### src/rtl/fetch_queue_if.sv
// Fetch-to-issue bus: a fetched instruction pair in, the two oldest queued instructions out.
interface fetch_queue_if #(
  parameter int DEPTH  = 8,
  parameter int DATA_W = 32,
  parameter int PC_W   = 8
);
  localparam int CW = $clog2(DEPTH) + 1;

  logic              flush;
  logic              in_valid;
  logic [DATA_W-1:0] in_instr1;
  logic [DATA_W-1:0] in_instr2;
  logic [PC_W-1:0]   in_pc;
  logic              in_ready;
  logic [1:0]        out_take;
  logic              out_valid1;
  logic              out_valid2;
  logic [DATA_W-1:0] out_instr1;
  logic [DATA_W-1:0] out_instr2;
  logic [PC_W-1:0]   out_pc1;
  logic [PC_W-1:0]   out_pc2;
  logic [CW-1:0]     count;

  modport master (
    output flush, in_valid, in_instr1, in_instr2, in_pc, out_take,
    input  in_ready, out_valid1, out_valid2, out_instr1, out_instr2, out_pc1, out_pc2, count
  );

  modport slave (
    input  flush, in_valid, in_instr1, in_instr2, in_pc, out_take,
    output in_ready, out_valid1, out_valid2, out_instr1, out_instr2, out_pc1, out_pc2, count
  );
endinterface

### src/rtl/fetch_queue.sv
// Dual-push/dual-pop instruction fetch FIFO; pair visible one cycle after push (FWFT outputs).
// Backpressure: in_ready drops when fewer than two entries are free on the registered count.
module fetch_queue #(
  parameter int                DEPTH   = 8,
  parameter int                DATA_W  = 32,
  parameter int                PC_W    = 8,
  parameter int                PC_STEP = 4,
  parameter logic [DATA_W-1:0] NOP     = 'h13
) (
  input logic          clk,
  input logic          reset,
  fetch_queue_if.slave bus
);
  localparam int AW = $clog2(DEPTH);
  localparam int CW = AW + 1;

  typedef struct packed {
    logic [DATA_W-1:0] instr;
    logic [PC_W-1:0]   pc;
  } entry_t;

  entry_t        mem [DEPTH];
  logic [AW-1:0] wr_ptr;
  logic [AW-1:0] rd_ptr;
  logic [CW-1:0] cnt;

  logic [AW-1:0] wr_ptr_p1;
  logic [AW-1:0] rd_ptr_p1;
  logic [1:0]    take_sat;
  logic [CW-1:0] eff_take;
  logic [CW-1:0] cnt_nxt;
  logic          push_vld;
  entry_t        head0;
  entry_t        head1;

  assign wr_ptr_p1 = wr_ptr + AW'(1);
  assign rd_ptr_p1 = rd_ptr + AW'(1);

  // Ready looks only at registered occupancy, so a same-cycle pop never admits a pair.
  assign bus.in_ready = (CW'(DEPTH) - cnt) >= CW'(2);
  assign push_vld     = bus.in_valid & bus.in_ready & ~bus.flush;

  // Over-take is clipped to what is actually held.
  assign take_sat = (bus.out_take == 2'd3) ? 2'd2 : bus.out_take;
  assign eff_take = (CW'(take_sat) > cnt) ? cnt : CW'(take_sat);
  assign cnt_nxt  = cnt + (push_vld ? CW'(2) : CW'(0)) - eff_take;

  always_ff @(posedge clk) begin
    if (push_vld) begin
      mem[wr_ptr]    <= '{instr: bus.in_instr1, pc: bus.in_pc};
      mem[wr_ptr_p1] <= '{instr: bus.in_instr2, pc: bus.in_pc + PC_W'(PC_STEP)};
    end
  end

  always_ff @(posedge clk or negedge reset) begin
    if (!reset) begin
      wr_ptr <= '0;
      rd_ptr <= '0;
      cnt    <= '0;
    end else if (bus.flush) begin
      wr_ptr <= '0;
      rd_ptr <= '0;
      cnt    <= '0;
    end else begin
      if (push_vld) wr_ptr <= wr_ptr + AW'(2);
      rd_ptr <= rd_ptr + AW'(eff_take);
      cnt    <= cnt_nxt;
    end
  end

  assign head0 = mem[rd_ptr];
  assign head1 = mem[rd_ptr_p1];

  assign bus.count      = cnt;
  assign bus.out_valid1 = cnt >= CW'(1);
  assign bus.out_valid2 = cnt >= CW'(2);
  assign bus.out_instr1 = bus.out_valid1 ? head0.instr : NOP;
  assign bus.out_instr2 = bus.out_valid2 ? head1.instr : NOP;
  assign bus.out_pc1    = bus.out_valid1 ? head0.pc : '0;
  assign bus.out_pc2    = bus.out_valid2 ? head1.pc : '0;
endmodule

### src/flat_wrapper.sv
// flat-port wrapper written by rule: the top's interface ports become plain ports
module fetch_queue_flat 
#(
  parameter int                DEPTH   = 8,
  parameter int                DATA_W  = 32,
  parameter int                PC_W    = 8,
  parameter int                PC_STEP = 4,
  parameter logic [DATA_W-1:0] NOP     = 'h13
)
  (clk, reset, bus_flush, bus_in_valid, bus_in_instr1, bus_in_instr2, bus_in_pc, bus_out_take, bus_in_ready, bus_out_valid1, bus_out_valid2, bus_out_instr1, bus_out_instr2, bus_out_pc1, bus_out_pc2, bus_count);
  fetch_queue_if #(.DEPTH(DEPTH), .DATA_W(DATA_W), .PC_W(PC_W)) bus_i ();
  input logic clk;
  input logic reset;
  input wire logic [$bits(bus_i.flush)-1:0] bus_flush;
  input wire logic [$bits(bus_i.in_valid)-1:0] bus_in_valid;
  input wire logic [$bits(bus_i.in_instr1)-1:0] bus_in_instr1;
  input wire logic [$bits(bus_i.in_instr2)-1:0] bus_in_instr2;
  input wire logic [$bits(bus_i.in_pc)-1:0] bus_in_pc;
  input wire logic [$bits(bus_i.out_take)-1:0] bus_out_take;
  output wire logic [$bits(bus_i.in_ready)-1:0] bus_in_ready;
  output wire logic [$bits(bus_i.out_valid1)-1:0] bus_out_valid1;
  output wire logic [$bits(bus_i.out_valid2)-1:0] bus_out_valid2;
  output wire logic [$bits(bus_i.out_instr1)-1:0] bus_out_instr1;
  output wire logic [$bits(bus_i.out_instr2)-1:0] bus_out_instr2;
  output wire logic [$bits(bus_i.out_pc1)-1:0] bus_out_pc1;
  output wire logic [$bits(bus_i.out_pc2)-1:0] bus_out_pc2;
  output wire logic [$bits(bus_i.count)-1:0] bus_count;
  assign bus_i.flush = bus_flush;
  assign bus_i.in_valid = bus_in_valid;
  assign bus_i.in_instr1 = bus_in_instr1;
  assign bus_i.in_instr2 = bus_in_instr2;
  assign bus_i.in_pc = bus_in_pc;
  assign bus_i.out_take = bus_out_take;
  assign bus_in_ready = bus_i.in_ready;
  assign bus_out_valid1 = bus_i.out_valid1;
  assign bus_out_valid2 = bus_i.out_valid2;
  assign bus_out_instr1 = bus_i.out_instr1;
  assign bus_out_instr2 = bus_i.out_instr2;
  assign bus_out_pc1 = bus_i.out_pc1;
  assign bus_out_pc2 = bus_i.out_pc2;
  assign bus_count = bus_i.count;
  fetch_queue #(.DEPTH(DEPTH), .DATA_W(DATA_W), .PC_W(PC_W), .PC_STEP(PC_STEP), .NOP(NOP)) u_core (.clk(clk), .reset(reset), .bus(bus_i));
endmodule
### config.mk
export PLATFORM = sky130hd
export DESIGN_NAME = fetch_queue_flat
export DESIGN_NICKNAME = d
export VERILOG_FILES = /design/src/rtl/fetch_queue_if.sv /design/src/rtl/fetch_queue.sv /design/src/flat_wrapper.sv
export SDC_FILE = /design/constraint.sdc
export NUM_CORES = 1
export LEC_CHECK = 0
export CAP_MARGIN = 10
export CORE_ASPECT_RATIO = 0.6
export CORE_MARGIN = 2
export CORE_UTILIZATION = 25
export CTS_BUF_LIST = sky130_fd_sc_hd__clkbuf_4 sky130_fd_sc_hd__clkbuf_8 sky130_fd_sc_hd__clkbuf_16
export CTS_CLUSTER_SIZE = 16
export DETAILED_ROUTE_END_ITERATION = 10
export PLACE_DENSITY_LB_ADDON = 0.2
export SLEW_MARGIN = 5
export SYNTH_ARGS = -nofsm -noshare
export SYNTH_HDL_FRONTEND = slang
export SYNTH_SLANG_ARGS = --single-unit
### constraint.sdc
create_clock -name clk -period 5.74 [get_ports clk]
set_clock_uncertainty 0.15 [all_clocks]
set_input_delay 1.722 -clock clk [delete_from_list [all_inputs] [get_ports clk]]
set_output_delay 1.722 -clock clk [all_outputs]
set_load 0.05 [all_outputs]
==> run summary, run 1 <==
synth warn -> 0
multi-input combinational cell area -> 7300 um^2
gpl congestion -> 0.735
Setup crit start -> u_core.rd_ptr[1]
Final Util -> 31.2%
Worst Reg2Reg Path Length in Cells -> 13
Final Cycle Share -> 92.7%
Post-synth ARST share -> 2.74%
post-synthesis sequential area ratio -> 55.8%
final hold violations -> 0
Synth top area share -> 54.5%
setup TNS -> 0 ns
Max Cap Viol -> 0
register area -> 9850 um^2
Post-synth EDFFs -> 320
Die Y -> 210 um
cts bufs inserted -> 38
Worst-path clk slew -> 0.06 ns
placeable core region -> 69,800 um^2
critical path type -> reg2out
vias in the first global route -> 10,400
Main synth FF type -> edfxtp_1
pre-CTS WS -> 0.832 ns
#FFs+latches synth -> 329
Worst slew margin -> 48.0%
share of layout cells above drive strength 1 -> 37.1%
Layout area overhead -> 23.6%
post-DR vias/cell -> 4.71
Pwr Density -> 586 nW/um^2
Synth Instances -> 1,060
initial drt markers -> 782
gr usage total -> 13.9%
Yosys cell types -> 37
Site Rows -> 75
Hold Startpoint -> u_core.wr_ptr[2]
Die Wd -> 347 um
reg2reg end -> u_core.bus.count[3]
post-synth top area cell -> edfxtp_1
Area after DPL -> 20,500 um^2
Layout Nets -> 1,285
Worst Path Max Fanout -> 32
DR WL/cell -> 23.9 um
Fill cells -> 6,827
CTS tree -> yes
Clock Latency Late Sink -> 0.52 ns
routed via count -> 10,100
final wirelength -> 51,200 um
worst r2r src -> u_core.bus.count[1]
CTS Root Cell -> clkbuf_16
sink of the worst hold path -> u_core.wr_ptr[2]
Post-CTS Setup Inserts -> 0
RSZ-0062 raised after global routing -> no
final slew viol count -> 0
first-pass GRT wire length -> 74,800 um
largest net degree at the start of global routing -> 59
setup ws final -> 0.421 ns
htree depth -> 2
P_leak -> 0.00703 uW
port bufs -> 164
synthesized area per cell -> 16.6 um^2
worst vdd ir -> 0.250 mV
Routed Antenna Nets -> 0
Residual DRC -> 0
reg2reg setup slack -> 2.43 ns
post-synth net total -> 1,157
WP data required -> 3.87 ns
Worst Setup End Kind -> primary output
Syn Std Cell Area -> 17,600 um^2
Least-Margin Pin Slew -> 0.780 ns
startpoint class of the critical path -> register
clk buf depth -> 3
Final min period -> 5.32 ns
Worst Path Arrival -> 3.45 ns
Max Fclk -> 188 MHz
GRT overflow -> 0
Post-CTS Resized -> 0
# hold bufs at CTS -> 0
Clock Sinks -> 329
worst hold path cell count -> 2
Synth area leaders -> edfxtp_1, mux4_2, mux2_2
Final HPWL DP -> 32,500 um
Die Area -> 72,700 um^2
Ports -> 165
Initial Utilization -> 25.3%
initial antenna violation count -> 7
First-pass DRT Iterations -> 5
min-delay worst type -> reg2reg
fin area -> 21,800 um^2
Final setup violation count -> 0
outcome -> finished, final reports clean
## kinds of logic (layout without fill, tap and decap cells)
kind of cell,Yosys count,after routing,synth area share (%)
multiplexers,334,334,32.5
flip-flops,329,329,55.8
AND/OR/NAND/NOR,177,177,4.32
buffers and inverters,130,284,3.34
AO/OA/AOI/OAI,46,46,1.37
XOR/XNOR,25,25,1.24
adder cells (fa/ha/maj),19,19,1.48
other,0,1,0
## through the flow
stage | hold WS [ns] | cells | total power (uW)
floorplan | 0.425 | 1060 | 7730
global placement | 0.470 | 2072 | 10500
detailed placement | 0.471 | 2072 | 10500
CTS | 0.481 | 2138 | 13000
global route | 0.528 | 2138 | 13400
finish | 0.482 | 2139 | 12800
## worst max-delay path: stages (launching register included)
cell and delay (ns):
dfrtp_4 0.93, buf_12 0.33, mux4_2 0.53, mux2i_1 0.31, nor2_1 0.08, clkdlybuf4s50_1 0.71
## cells in the final DEF (no fill, tap or decap), types with 6 or more instances in the layout
cell type	instances
a21oi_1	38
buf_12	27
buf_4	54
clkbuf_16	39
clkdlybuf4s50_1	124
clkinv_1	8
dfrtp_1	6
edfxtp_1	320
ha_1	15
inv_1	12
mux2_2	76
mux2_4	57
mux2i_1	41
mux4_2	160
nand2_1	91
nor2_1	42
nor2_4	8
nor3_1	12
xnor2_1	6
xor2_1	17
## final cells by class
| class | instances | share of cell area, % |
|---|---|---|
| Sequential cell | 329 | 45.2 |
| Multi-Input combinational cell | 601 | 33.5 |
| Timing Repair Buffer | 205 | 10.0 |
| Tap cell | 924 | 5.30 |
| Clock buffer | 44 | 4.65 |
| Clock inverter | 22 | 1.11 |
| Inverter | 13 | 0.224 |
| Antenna cell | 1 | 0.0115 |
## report_power, final
group	total [uW]	internal (uW)	switching (uW)
clock	2490	1490	1000
sequential	3210	2940	276
combinational	7070	2740	4330
## worst max path at each step
stage	slack [ns]	endpoint
after floorplan	1.17	u_core.mem[0][0]
after global placement	0.83	u_core.bus.count[3]
after detailed placement	0.83	u_core.bus.count[3]
after CTS	0.28	bus_out_instr1[26]
after global routing	0.20	bus_out_instr1[22]
final	0.42	bus_out_instr1[18]
## cell usage after synthesis, types with 12 or more instances
library cell  number
ha_1              16
nor2_1            46
mux2_2            76
buf_2             39
mux2i_1           41
mux4_2           160
nor3_1            12
edfxtp_1         320
xor2_1            18
mux2_4            57
inv_1             12
nand2_1           91
clkbuf_1          65
a21oi_1           38
## state kept, by name, summed over array words and instances, names as in the netlist
| signal | cells |
|---|---|
| u_core.mem | 320 |
| u_core.bus.count | 4 |
| u_core.rd_ptr | 3 |
| u_core.wr_ptr | 2 |
## metal layers
layer	up-vias	part of all wire [%]	GRT usage (%)	wire length (um)
met4	10	1.4	2.38	708
met2	249	45	21.4	23000
met3	62	6.6	3.62	3360
li1	4432	-	-	-
met1	5329	47	20.0	24000
met5	-	0.12	0	60
Note: power is estimated with default switching activity, not from simulation.
==> inputs of run 2 (changes only) <==
--- a/config.mk
+++ b/config.mk
@@ -13,7 +13,7 @@
 export CTS_CLUSTER_SIZE = 16
 export DETAILED_ROUTE_END_ITERATION = 10
 export PLACE_DENSITY_LB_ADDON = 0.2
-export SLEW_MARGIN = 5
+export SLEW_MARGIN = 40
 export SYNTH_ARGS = -nofsm -noshare
 export SYNTH_HDL_FRONTEND = slang
 export SYNTH_SLANG_ARGS = --single-unit
==> results of run 2 <==
Final layout, timing and power as in run 1 (identical DEF).
==> inputs of run 3 (changes only) <==
--- a/config.mk
+++ b/config.mk
@@ -8,7 +8,7 @@
 export CAP_MARGIN = 10
 export CORE_ASPECT_RATIO = 0.6
 export CORE_MARGIN = 2
-export CORE_UTILIZATION = 25
+export CORE_UTILIZATION = 63
 export CTS_BUF_LIST = sky130_fd_sc_hd__clkbuf_4 sky130_fd_sc_hd__clkbuf_8 sky130_fd_sc_hd__clkbuf_16
 export CTS_CLUSTER_SIZE = 16
 export DETAILED_ROUTE_END_ITERATION = 10
==> run summary, run 3 (synthesized netlist as in run 1, its figures left out) <==
GRT overflow -> 0
CTS tree -> yes
Worst Path Arrival -> 3.58 ns
RSZ-0062 raised after global routing -> no
Routed Antenna Nets -> 0
Final Util -> 75.3%
Layout Nets -> 1,267
pre-CTS WS -> 0.750 ns
first-pass GRT wire length -> 62,800 um
initial antenna violation count -> 3
CTS Root Cell -> clkbuf_16
Worst Setup End Kind -> primary output
Die Wd -> 220 um
Worst slew margin -> 55.4%
WP data required -> 3.87 ns
clk buf depth -> 3
Final min period -> 5.45 ns
Die Area -> 29,400 um^2
final wirelength -> 40,900 um
Post-CTS Setup Inserts -> 0
Layout area overhead -> 17.5%
startpoint class of the critical path -> register
worst r2r src -> u_core.bus.count[1]
First-pass DRT Iterations -> 5
Final Cycle Share -> 94.9%
end point of the critical path -> bus_out_instr1[1]
reg2reg end -> u_core.bus.count[3]
worst vdd ir -> 0.483 mV
Clock Sinks -> 329
gpl congestion -> 0.836
share of layout cells above drive strength 1 -> 32.6%
port bufs -> 164
Largest register FFs -> 320
Die Y -> 134 um
Max Fclk -> 183 MHz
Pwr Density -> 574 nW/um^2
vias in the first global route -> 10,400
Clock Latency Late Sink -> 0.56 ns
outcome -> finished, final reports clean
post-DR vias/cell -> 6.62
largest net degree at the start of global routing -> 91
fin area -> 20,700 um^2
Top reg by flops -> u_core.mem
cts bufs inserted -> 30
reg2reg setup slack -> 2.11 ns
Worst-path clk slew -> 0.07 ns
Residual DRC -> 0
gr usage total -> 28.8%
Setup crit start -> u_core.rd_ptr[0]
Max Cap Viol -> 0
Least-Margin Pin Slew -> 0.669 ns
Ports -> 165
Site Rows -> 47
Post-CTS Resized -> 0
Final setup violation count -> 0
Area after DPL -> 19,700 um^2
commonest non-fill, non-tap cell in the layout -> edfxtp_1
DR WL/cell -> 26.2 um
initial drt markers -> 1,095
final hold violations -> 0
Worst Reg2Reg Path Length in Cells -> 14
htree depth -> 1
# hold bufs at CTS -> 0
Worst Path Max Fanout -> 90
P_leak -> 0.00676 uW
commonest non-fill, non-tap cells in the layout -> edfxtp_1, clkdlybuf4s50_1, mux4_2, nand2_1, mux2_2
critical path type -> reg2out
setup TNS -> 0 ns
min-delay worst type -> reg2reg
routed via count -> 10,300
Initial Utilization -> 64.1%
final slew viol count -> 0
Final HPWL DP -> 25,200 um
setup ws final -> 0.290 ns
total power draw -> 11,900 uW
placeable core region -> 27,500 um^2
## run 3: changes by cell type in the layout (fill, tap and decap cells not counted), moves of 2 or more
cell	previous run	this run
clkdlybuf4s50_1	124	163
buf_4	54	19
buf_12	27	12
clkbuf_16	39	31
inv_6	3	0
clkbuf_4	5	3
clkinv_1	8	10
## run 3: critical path: stages (launching register included)
cell	delay (ns)
dfrtp_4	0.45
buf_12	0.48
buf_16	0.41
mux4_2	0.58
mux2i_1	0.22
nand2_1	0.10
clkdlybuf4s50_1	0.71
## run 3: report_power, final
group | switching [uW] | internal (uW)
clock | 877 | 1220
sequential | 143 | 2940
combinational | 4160 | 2550
## run 3: worst min path at each step
stage	depth (start not counted)	to	start	slack (ns)
after floorplan	2	u_core.wr_ptr[2]	u_core.wr_ptr[2]	0.42
after global routing	2	u_core.wr_ptr[2]	u_core.wr_ptr[2]	0.56
after CTS	2	u_core.wr_ptr[2]	u_core.wr_ptr[2]	0.53
final	2	u_core.wr_ptr[2]	u_core.wr_ptr[2]	0.53
after detailed placement	2	u_core.wr_ptr[2]	u_core.wr_ptr[2]	0.52
after global placement	2	u_core.wr_ptr[2]	u_core.wr_ptr[2]	0.47
## run 3: per-stage QoR
| step | instances | hold slack [ns] |
|---|---|---|
| final | 1561 | 0.529 |
| after global routing | 1560 | 0.560 |
| after CTS | 1560 | 0.527 |
| after detailed placement | 1505 | 0.517 |
| after global placement | 1504 | 0.470 |
| after floorplan | 1060 | 0.425 |
## run 3: area by class of cell
cell class | instances | area [um^2]
sequential | 329 | 9840
multi-input combinational | 601 | 7310
fill | 1627 | 6800
timing repair buffer | 195 | 2040
clock buffer | 34 | 798
tap | 367 | 459
clock inverter | 21 | 220
inverter | 13 | 48.8
antenna | 1 | 2.50
## run 3: layer usage
metal  global-route usage, %  part of all wire, %  vias to the layer above
li1                        -                    -                     4396
met1                    42.5                   41                     5320
met2                    45.7                   48                      545
met3                    4.98                  8.7                       66
met4                    7.12                  1.9                        4
met5                       0                0.059                        -
